### config.mk
export PLATFORM = sky130hd
export DESIGN_NAME = ft245_fifo_ifc
export DESIGN_NICKNAME = d
export VERILOG_FILES = /design/src/rtl/ft245_fifo_ifc.sv
export SDC_FILE = /design/constraint.sdc
export NUM_CORES = 1
export LEC_CHECK = 0
export CAP_MARGIN = 20
export CORE_ASPECT_RATIO = 0.9
export CORE_MARGIN = 2
export CORE_UTILIZATION = 35
export DETAILED_ROUTE_END_ITERATION = 8
export SYNTH_ARGS = -nofsm -noshare
export SYNTH_HDL_FRONTEND = slang
export SYNTH_SLANG_ARGS = --single-unit
### constraint.sdc
create_clock -name clk -period 5.6 [get_ports clk]
set_clock_uncertainty 0.2 [all_clocks]
set_input_delay 0.56 -clock clk [delete_from_list [all_inputs] [get_ports clk]]
set_output_delay 0.56 -clock clk [all_outputs]
set_load 0.02 [all_outputs]
### src/rtl/ft245_fifo_ifc.sv
// FT245 async FIFO bus master with RX/TX byte FIFOs and a strobe-timing FSM.
// Define FT245_SIWU_EN to pulse siwu on the first TX_HOLD cycle when TX drains.
module ft245_fifo_ifc #(
   parameter int RX_AW      = 4,
   parameter int TX_AW      = 4,
   parameter int STROBE_CYC = 1,
   parameter int HOLD_CYC   = 2
) (
   input  logic             clk,
   input  logic             reset,
   output logic [7:0]       rx_data,
   output logic             rx_valid,
   input  logic             rx_ready,
   input  logic [7:0]       tx_data,
   input  logic             tx_valid,
   output logic             tx_ready,
   output logic [RX_AW:0]   rx_level,
   output logic [TX_AW:0]   tx_level,
   input  logic [7:0]       data_in,
   output logic [7:0]       data_out,
   output logic             dir_out,
   input  logic             rxf,
   input  logic             txe,
   output logic             rd,
   output logic             wr,
   output logic             siwu
);

   localparam logic [2:0] IDLE      = 3'd0;
   localparam logic [2:0] TX_SETUP  = 3'd1;
   localparam logic [2:0] TX_STROBE = 3'd2;
   localparam logic [2:0] TX_HOLD   = 3'd3;
   localparam logic [2:0] RX_STROBE = 3'd4;
   localparam logic [2:0] RX_HOLD   = 3'd5;

   localparam logic [RX_AW:0]   RX_FULL = {1'b1, {RX_AW{1'b0}}};
   localparam logic [TX_AW:0]   TX_FULL = {1'b1, {TX_AW{1'b0}}};
   localparam logic [RX_AW:0]   RX_L1   = 1;
   localparam logic [TX_AW:0]   TX_L1   = 1;
   localparam logic [RX_AW-1:0] RX_P1   = 1;
   localparam logic [TX_AW-1:0] TX_P1   = 1;
   localparam logic [3:0]       S_LAST  = 4'(STROBE_CYC - 1);
   localparam logic [3:0]       H_LAST  = 4'(HOLD_CYC - 1);

   logic [2:0]       state;
   logic [3:0]       cnt;
   logic             last_rx;
   logic             rxf_meta, rxf_sync;
   logic             txe_meta, txe_sync;
   logic [7:0]       rx_mem [0:(1<<RX_AW)-1];
   logic [7:0]       tx_mem [0:(1<<TX_AW)-1];
   logic [RX_AW-1:0] rx_wp, rx_rp;
   logic [TX_AW-1:0] tx_wp, tx_rp;
   logic             tx_pend, rx_pend, go_tx, go_rx;
   logic             rx_push, rx_pop, tx_push, tx_pop;

   always_ff @(posedge clk) begin
      if (reset) begin
         rxf_meta <= 1'b0;
         rxf_sync <= 1'b0;
         txe_meta <= 1'b0;
         txe_sync <= 1'b0;
      end else begin
         rxf_meta <= rxf;
         rxf_sync <= rxf_meta;
         txe_meta <= txe;
         txe_sync <= txe_meta;
      end
   end

   assign tx_pend = (tx_level != '0) && txe_sync;
   assign rx_pend = rxf_sync && (rx_level != RX_FULL);
   // last_rx set means RX was serviced last, so TX wins a tie
   assign go_tx   = (state == IDLE) && tx_pend && (!rx_pend || last_rx);
   assign go_rx   = (state == IDLE) && rx_pend && !go_tx;
   assign rx_push = (state == RX_STROBE) && (cnt == S_LAST);
   assign rx_pop  = rx_valid && rx_ready;
   assign tx_push = tx_valid && tx_ready;
   assign tx_pop  = go_tx;

   always_ff @(posedge clk) begin
      if (reset) begin
         state    <= IDLE;
         cnt      <= '0;
         last_rx  <= 1'b1;
         data_out <= '0;
      end else begin
         case (state)
            IDLE: begin
               cnt <= '0;
               if (go_tx) begin
                  state    <= TX_SETUP;
                  data_out <= tx_mem[tx_rp];
                  last_rx  <= 1'b0;
               end else if (go_rx) begin
                  state   <= RX_STROBE;
                  last_rx <= 1'b1;
               end
            end
            TX_SETUP: state <= TX_STROBE;
            TX_STROBE: begin
               if (cnt == S_LAST) begin
                  state <= TX_HOLD;
                  cnt   <= '0;
               end else cnt <= cnt + 4'd1;
            end
            TX_HOLD: begin
               if (cnt == H_LAST) begin
                  state <= IDLE;
                  cnt   <= '0;
               end else cnt <= cnt + 4'd1;
            end
            RX_STROBE: begin
               if (cnt == S_LAST) begin
                  state <= RX_HOLD;
                  cnt   <= '0;
               end else cnt <= cnt + 4'd1;
            end
            RX_HOLD: begin
               if (cnt == H_LAST) begin
                  state <= IDLE;
                  cnt   <= '0;
               end else cnt <= cnt + 4'd1;
            end
            default: begin
               state <= IDLE;
               cnt   <= '0;
            end
         endcase
      end
   end

   assign wr      = (state == TX_STROBE);
   assign rd      = (state == RX_STROBE);
   assign dir_out = (state == TX_SETUP) || (state == TX_STROBE) ||
                    ((state == TX_HOLD) && (cnt == 4'd0));

`ifdef FT245_SIWU_EN
   assign siwu = (state == TX_HOLD) && (cnt == 4'd0) && (tx_level == '0);
`else
   assign siwu = 1'b0;
`endif

   always_ff @(posedge clk) begin
      if (rx_push) rx_mem[rx_wp] <= data_in;
      if (tx_push) tx_mem[tx_wp] <= tx_data;
   end

   always_ff @(posedge clk) begin
      if (reset) begin
         rx_wp    <= '0;
         rx_rp    <= '0;
         rx_level <= '0;
         tx_wp    <= '0;
         tx_rp    <= '0;
         tx_level <= '0;
      end else begin
         if (rx_push) rx_wp <= rx_wp + RX_P1;
         if (rx_pop)  rx_rp <= rx_rp + RX_P1;
         if (tx_push) tx_wp <= tx_wp + TX_P1;
         if (tx_pop)  tx_rp <= tx_rp + TX_P1;
         case ({rx_push, rx_pop})
            2'b10:   rx_level <= rx_level + RX_L1;
            2'b01:   rx_level <= rx_level - RX_L1;
            default: rx_level <= rx_level;
         endcase
         case ({tx_push, tx_pop})
            2'b10:   tx_level <= tx_level + TX_L1;
            2'b01:   tx_level <= tx_level - TX_L1;
            default: tx_level <= tx_level;
         endcase
      end
   end

   assign rx_data  = rx_mem[rx_rp];
   assign rx_valid = (rx_level != '0);
   assign tx_ready = (tx_level != TX_FULL);

endmodule

# After elaboration in Yosys (flattened, before gate mapping)
# Memory sizes are Yosys's and may differ from the RTL's. A register that Yosys moved wholly into a read port is not among the register bits.
# Cells that the tools add are included.
[word_totals]
register_bits = 38
ramBits = 256
out_inout_bits = 32
memories = 2
word_cells = 86
[op_classes]
mux = 19
n_eq_ne = 16
reduce_logical = 27
add_sub_neg = 9
[mem_list]
columns = ["name", "depth", "word_bits", "rd", "rd_clocked_by_memory_dff", "write_ports", "line_no", "text"]
rows = [
  ["rx_mem", 16, 8, 1, 1, 1, "50", "logic [7:0] rx_mem [0:(1<<RX_AW)-1];"],
  ["tx_mem", 16, 8, 1, 1, 1, "51", "logic [7:0] tx_mem [0:(1<<TX_AW)-1];"],
]
[op_table]
columns = ["op", "n"]
rows = [
  ["4-bit by 1-bit adder with 4-bit output, second input constant", 5],
  ["5-bit case mux with 2 select lines", 2],
  ["4-bit two-way mux", 4],
  ["3-bit two-way mux", 5],
  ["3-bit case mux with 5 select lines", 1],
  ["4-bit case mux with 3 select lines", 1],
  ["5-bit by 1-bit adder with 5-bit output, second input constant", 2],
  ["1-bit logical AND", 10],
  ["5-bit != test, second input constant", 2],
  ["5-bit nonzero test", 2],
  ["5-bit by 1-bit subtractor with 5-bit output, second input constant", 2],
  ["3-bit by 2-bit equality test with 1-bit output, second input constant", 2],
  ["3-bit equality test, second input constant", 2],
  ["1-bit two-way mux", 6],
  ["2-bit by 1-bit != test with 1-bit output, second input constant", 3],
  ["2-bit nonzero test", 3],
  ["2-bit by 1-bit equality test with 1-bit output, second input constant", 2],
  ["2-bit equality test, second input constant", 2],
  ["4-bit by 1-bit equality test with 1-bit output, second input constant", 1],
  ["4-bit zero test", 1],
  ["2-bit AND reduction", 2],
  ["4-bit AND reduction", 1],
  ["2-bit OR reduction", 2],
  ["3-bit by 1-bit equality test with 1-bit output, second input constant", 1],
  ["other kinds (4)", 7],
]

# Longest topological paths before layout
[logic_depth]
word_depth = 10
depth_mapped = 16

# Worst setup path before layout
# No wires, ideal clock.
[synth_timing]
path_kind = "register to register"
start = "reg tx_level[1]"
end = "reg tx_level[4]"
stages_incl_launch_ff = 17
t_arrival_ps = 3222
setup_slack_ps = 2051
period_less_slack_ps = 3549
required_time_ps = 5272
path_cell_list = "dfxtp_1 > buf_6 > or4_4 > o211ai_2 > o21bai_4 > inv_4 > buf_6 > buf_6 > ha_1 > clkbuf_1 > xor2_1 > ha_1 > or3b_2 > a21oi_1 > o21ai_0 > xor2_1 > nor2_1"
[synth_via]
elab_chain_cells = 6
elab_cells_between_ends = 12
cone_classes = "add/sub (2); eq/ne (3); mux (1); reduce/logical (6)"
[synth_rtl]
columns = ["element", "line_no", "text"]
rows = [
  ["start: declaration", "18", "output logic [TX_AW:0] tx_level,"],
  ["start signal: assignment", "168", "2'b10: tx_level <= tx_level + TX_L1;"],
  ["start signal: assignment", "169", "2'b01: tx_level <= tx_level - TX_L1;"],
  ["start signal: assignment", "170", "default: tx_level <= tx_level;"],
  ["5-bit nonzero test (*)", "71", "assign tx_pend = (tx_level != '0) && txe_sync;"],
  ["1-bit logical AND (*)", "71", ""],
  ["1-bit logical AND (*) (2 in a row)", "74", "assign go_tx = (state == IDLE) && tx_pend && (!rx_pend || last_rx);"],
  ["via go_tx", "54", "logic tx_pend, rx_pend, go_tx, go_rx;"],
  ["2-bit by 1-bit equality test with 1-bit output or 2-bit equality test (tied branches)", "167", "case ({tx_push, tx_pop})"],
  ["5-bit case mux with 2 select lines or 2-bit nonzero test (tied branches)", "n/a", ""],
]
# Mark *: on every way through the listed nets, which the timed path passes. The rest lies on a longest branch.
# A chain may end at the register's enable or synchronous reset.

==> results by group <==
Clock tree
  • Root buffer cell: clkbuf_16
  • Clk pin slew, worst setup/hold paths: 0.06 ns
  • H-tree depth: 1
  • Worst-skew pair later-pin latency: 0.55 ns
  • # hold bufs at CTS: 0
  • Post-cts resize count: 0
  • Inserted Clock Buffers: 31
  • Longest Clk Path Bufs: 3
  • Clk sinks: 306
  • CTS tree: done
  • Post-CTS Setup Inserts: 0

Final layout
  • Fin area: 14,380 um2
  • Nets@finish: 825
  • # fillers: 3,135
  • N_diodes: 0
  • Area growth syn-to-layout: 16.47%
  • Non-Filler Instances: 1,274
  • Layout cells sized above 1: 19.88%

Floorplanning
  • Row cnt: 65
  • Core ar.: 34,890 um2
  • DIE WIDTH: 201.9 um
  • Die area: 36,780 um2
  • Initial Utilization: 35.37%
  • Ports: 54
  • Chip height: 182.1 um

GRT
  • Total GRT Usage: 13.96%
  • Initial antenna violation count: 0
  • First-pass GRT wire length: 39.39 mm
  • Grt ovf: 0
  • Largest net degree at the start of global routing: 48
  • Vias in the first global route: 6,469

Drt
  • Routed wire length: 25.71 mm
  • Vias per inst: 5.018
  • Routed WL per cell: 20.18 um
  • DR iter-0 viols: 418
  • Antenna-violating nets left: 0
  • First drt pass iteration count: 4
  • Detailed-route via count: 6,393
  • DRC viols: 0

STA
  • Final Hold Fails: 0
  • Tcrit/Tclk final: 73.78%
  • RSZ-0062 raised after global routing: no
  • Final setup fails: 0
  • TNS Setup: 0 ns
  • Post-route minimum period: 4.132 ns
  • Peak Freq: 242.0 MHz
  • Final Max Tran Viols: 0
  • Least-Margin Pin Slew: 1.104 ns
  • Slew margin rel.: 26.11%

Synth
  • Post-synth top area share: 62.29%
  • Syn_nets: 768
  • Largest cells by area after synthesis: edfxtp_1, mux4_2, dfxtp_1
  • Ys async rst share: 0%
  • Synthesized area: 12,340 um2
  • Ys Warns: 0
  • Number of synthesized flops with an enable pin: 256
  • Register area share after synthesis: 70.40%
  • Yosys cell types: 55
  • Leading area contributor after synthesis: edfxtp_1
  • Gate Count Post-Synth: 724
  • Yosys reg bits: 306
  • Ys flop type: edfxtp_1
  • Syn_area_per_cell: 17.05 um2

Placed design
  • GP Congestion: 0.7582
  • Final HPWL DP: 15.91 mm
  • Placed insts: 1,214
  • Dpl cell area: 13,360 um2
  • Port bufs: 52

Setup path
  • CP endpoint kind: output pin
  • Startpoint Class: flip-flop
  • FF-to-FF setup slack: 2.08 ns
  • CP max FO: 24
  • Crit path DAT: 3.37 ns
  • Critical path required time: 4.84 ns
  • CP Class: flip-flop to output pin
  • R2r startpoint: tx_level[1]$_SDFFE_PP0P_
  • R2R Path End: tx_level[4]$_SDFFE_PP0P_
  • FF-to-FF path depth: 12

Power
  • Peak VDD IR: 0.0002178 V
  • Pleak: 4.535 nW
  • P per Cell Area: 396.2 nW/um2

Status
  • Status: complete, no violations

Job
  • Max-cap violations: 0

Worst hold path
  • Critical hold path startpoint: txe_meta$_SDFF_PP0_
  • Worst Hold End: txe_sync$_SDFF_PP0_
  • Hold depth: 1
  • Tightest Hold Check Type: flip-flop to flip-flop
[cell usage after synthesis (3+ instances only)]
cell type / count
nor2_1: 64
edfxtp_1: 256
mux2_2: 17
a211oi_1: 5
nor2b_1: 12
nand3_1: 6
xor2_1: 11
nand2_1: 20
buf_6: 3
nor3_1: 20
mux4_2: 64
mux2i_1: 8
o21ai_0: 15
o22ai_1: 13
buf_4: 5
ha_1: 21
xnor2_1: 7
buf_1: 5
inv_1: 17
nand2b_1: 6
o21ai_1: 3
nand4_1: 4
a21oi_1: 26
clkbuf_1: 22
buf_2: 6
dfxtp_1: 50
[metal layers]
layer,part of all wire [%],vias to the layer above,GRT usage [%]
met4,1.6,0,2.853
met1,46,3261,20.31
met5,0,-,0
met3,5.3,34,2.607
li1,-,2937,-
met2,47,161,21.97
[metrics by stage]
| step | power, mW | worst slack (ns) | utilization [%] | hold slack, ns |
|---|---|---|---|---|
| after global placement | 3.741 | 1.972 | 38.23 | 0.2373 |
| final | 5.695 | 1.468 | 41.20 | 0.2426 |
| after CTS | 5.752 | 1.352 | 41.09 | 0.2472 |
| after detailed placement | 3.754 | 1.908 | 38.29 | 0.2321 |
| after global routing | 5.944 | 1.231 | 41.20 | 0.2688 |
| after floorplan | 3.399 | 2.051 | - | 0.2138 |
[area by class of cell]
type,count,area (um2),share of cell area [%]
clock buffers,45,858.3,5.971
clock inverters,12,117.6,0.8182
inverters,18,70.07,0.4874
multi-input cells,358,3406,23.69
flip-flops and latches,306,8692,60.47
well taps,469,586.8,4.082
repair buffers,66,644.4,4.483
[worst max-delay path: stages (launching register included)]
cell             delay [ns]
dfxtp_2                0.91
buf_4                  0.36
mux4_2                 0.54
mux4_2                 0.46
clkdlybuf4s50_1        0.55
[registers in the layout (all words and copies together), names as in the netlist, 3 cells and up, named ones only]
register,flops
state,3
tx_mem,128
tx_wp,4
data_out,8
cnt,4
tx_level,5
rx_rp,4
rx_level,5
rx_mem,128
tx_rp,4
rx_wp,4
[logic make-up after synthesis]
logic type | after synthesis | synth area share, %
compound gates | 82 | 4.228
other cells | 1 | 0.03038
mux | 89 | 13.88
simple gates | 146 | 5.647
buf+inv | 60 | 2.251
fa+ha+maj | 22 | 2.291
xor+xnor | 18 | 1.277
flops | 306 | 70.40
[cell usage in the layout, fill, tap and decap left out, types with 6 or more instances in the layout]
| master | synthesis | layout |
|---|---|---|
| clkbuf_16 | 0 | 31 |
| clkbuf_1 | 22 | 11 |
| nor3_2 | 0 | 6 |
| nand2b_1 | 6 | 6 |
| nand3_1 | 6 | 6 |
| ha_1 | 21 | 21 |
| o21ai_0 | 15 | 15 |
| mux2i_1 | 8 | 8 |
| a21oi_1 | 26 | 26 |
| o22ai_1 | 13 | 13 |
| xnor2_1 | 7 | 7 |
| nor2_1 | 64 | 64 |
| dfxtp_1 | 50 | 47 |
| xor2_1 | 11 | 11 |
| nor2b_1 | 12 | 12 |
| clkdlybuf4s50_1 | 0 | 51 |
| mux2_2 | 17 | 17 |
| mux4_2 | 64 | 64 |
| edfxtp_1 | 256 | 256 |
| nor3_1 | 20 | 14 |
| buf_4 | 5 | 10 |
| inv_1 | 17 | 17 |
| nand2_1 | 20 | 20 |
[worst max path at each step]
| stage | end | cells past startpoint | slack, ns |
|---|---|---|---|
| CTS | rx_data[4] | 4 | 1.35 |
| floorplan | tx_level[4]$_SDFFE_PP0P_ | 16 | 2.05 |
| detailed placement | tx_level[4]$_SDFFE_PP0P_ | 11 | 1.91 |
| global placement | tx_level[4]$_SDFFE_PP0P_ | 11 | 1.97 |
| global route | rx_data[4] | 4 | 1.23 |
| finish | rx_data[4] | 4 | 1.47 |
[power breakdown]
part	leakage, nW	internal, mW	switching, mW	total [mW]
Clock	0.477	1.15	0.842	2.00
Combinational	1.34	0.504	0.512	1.02
Sequential	2.72	2.57	0.117	2.68
Power figures use the tool's default switching activity.
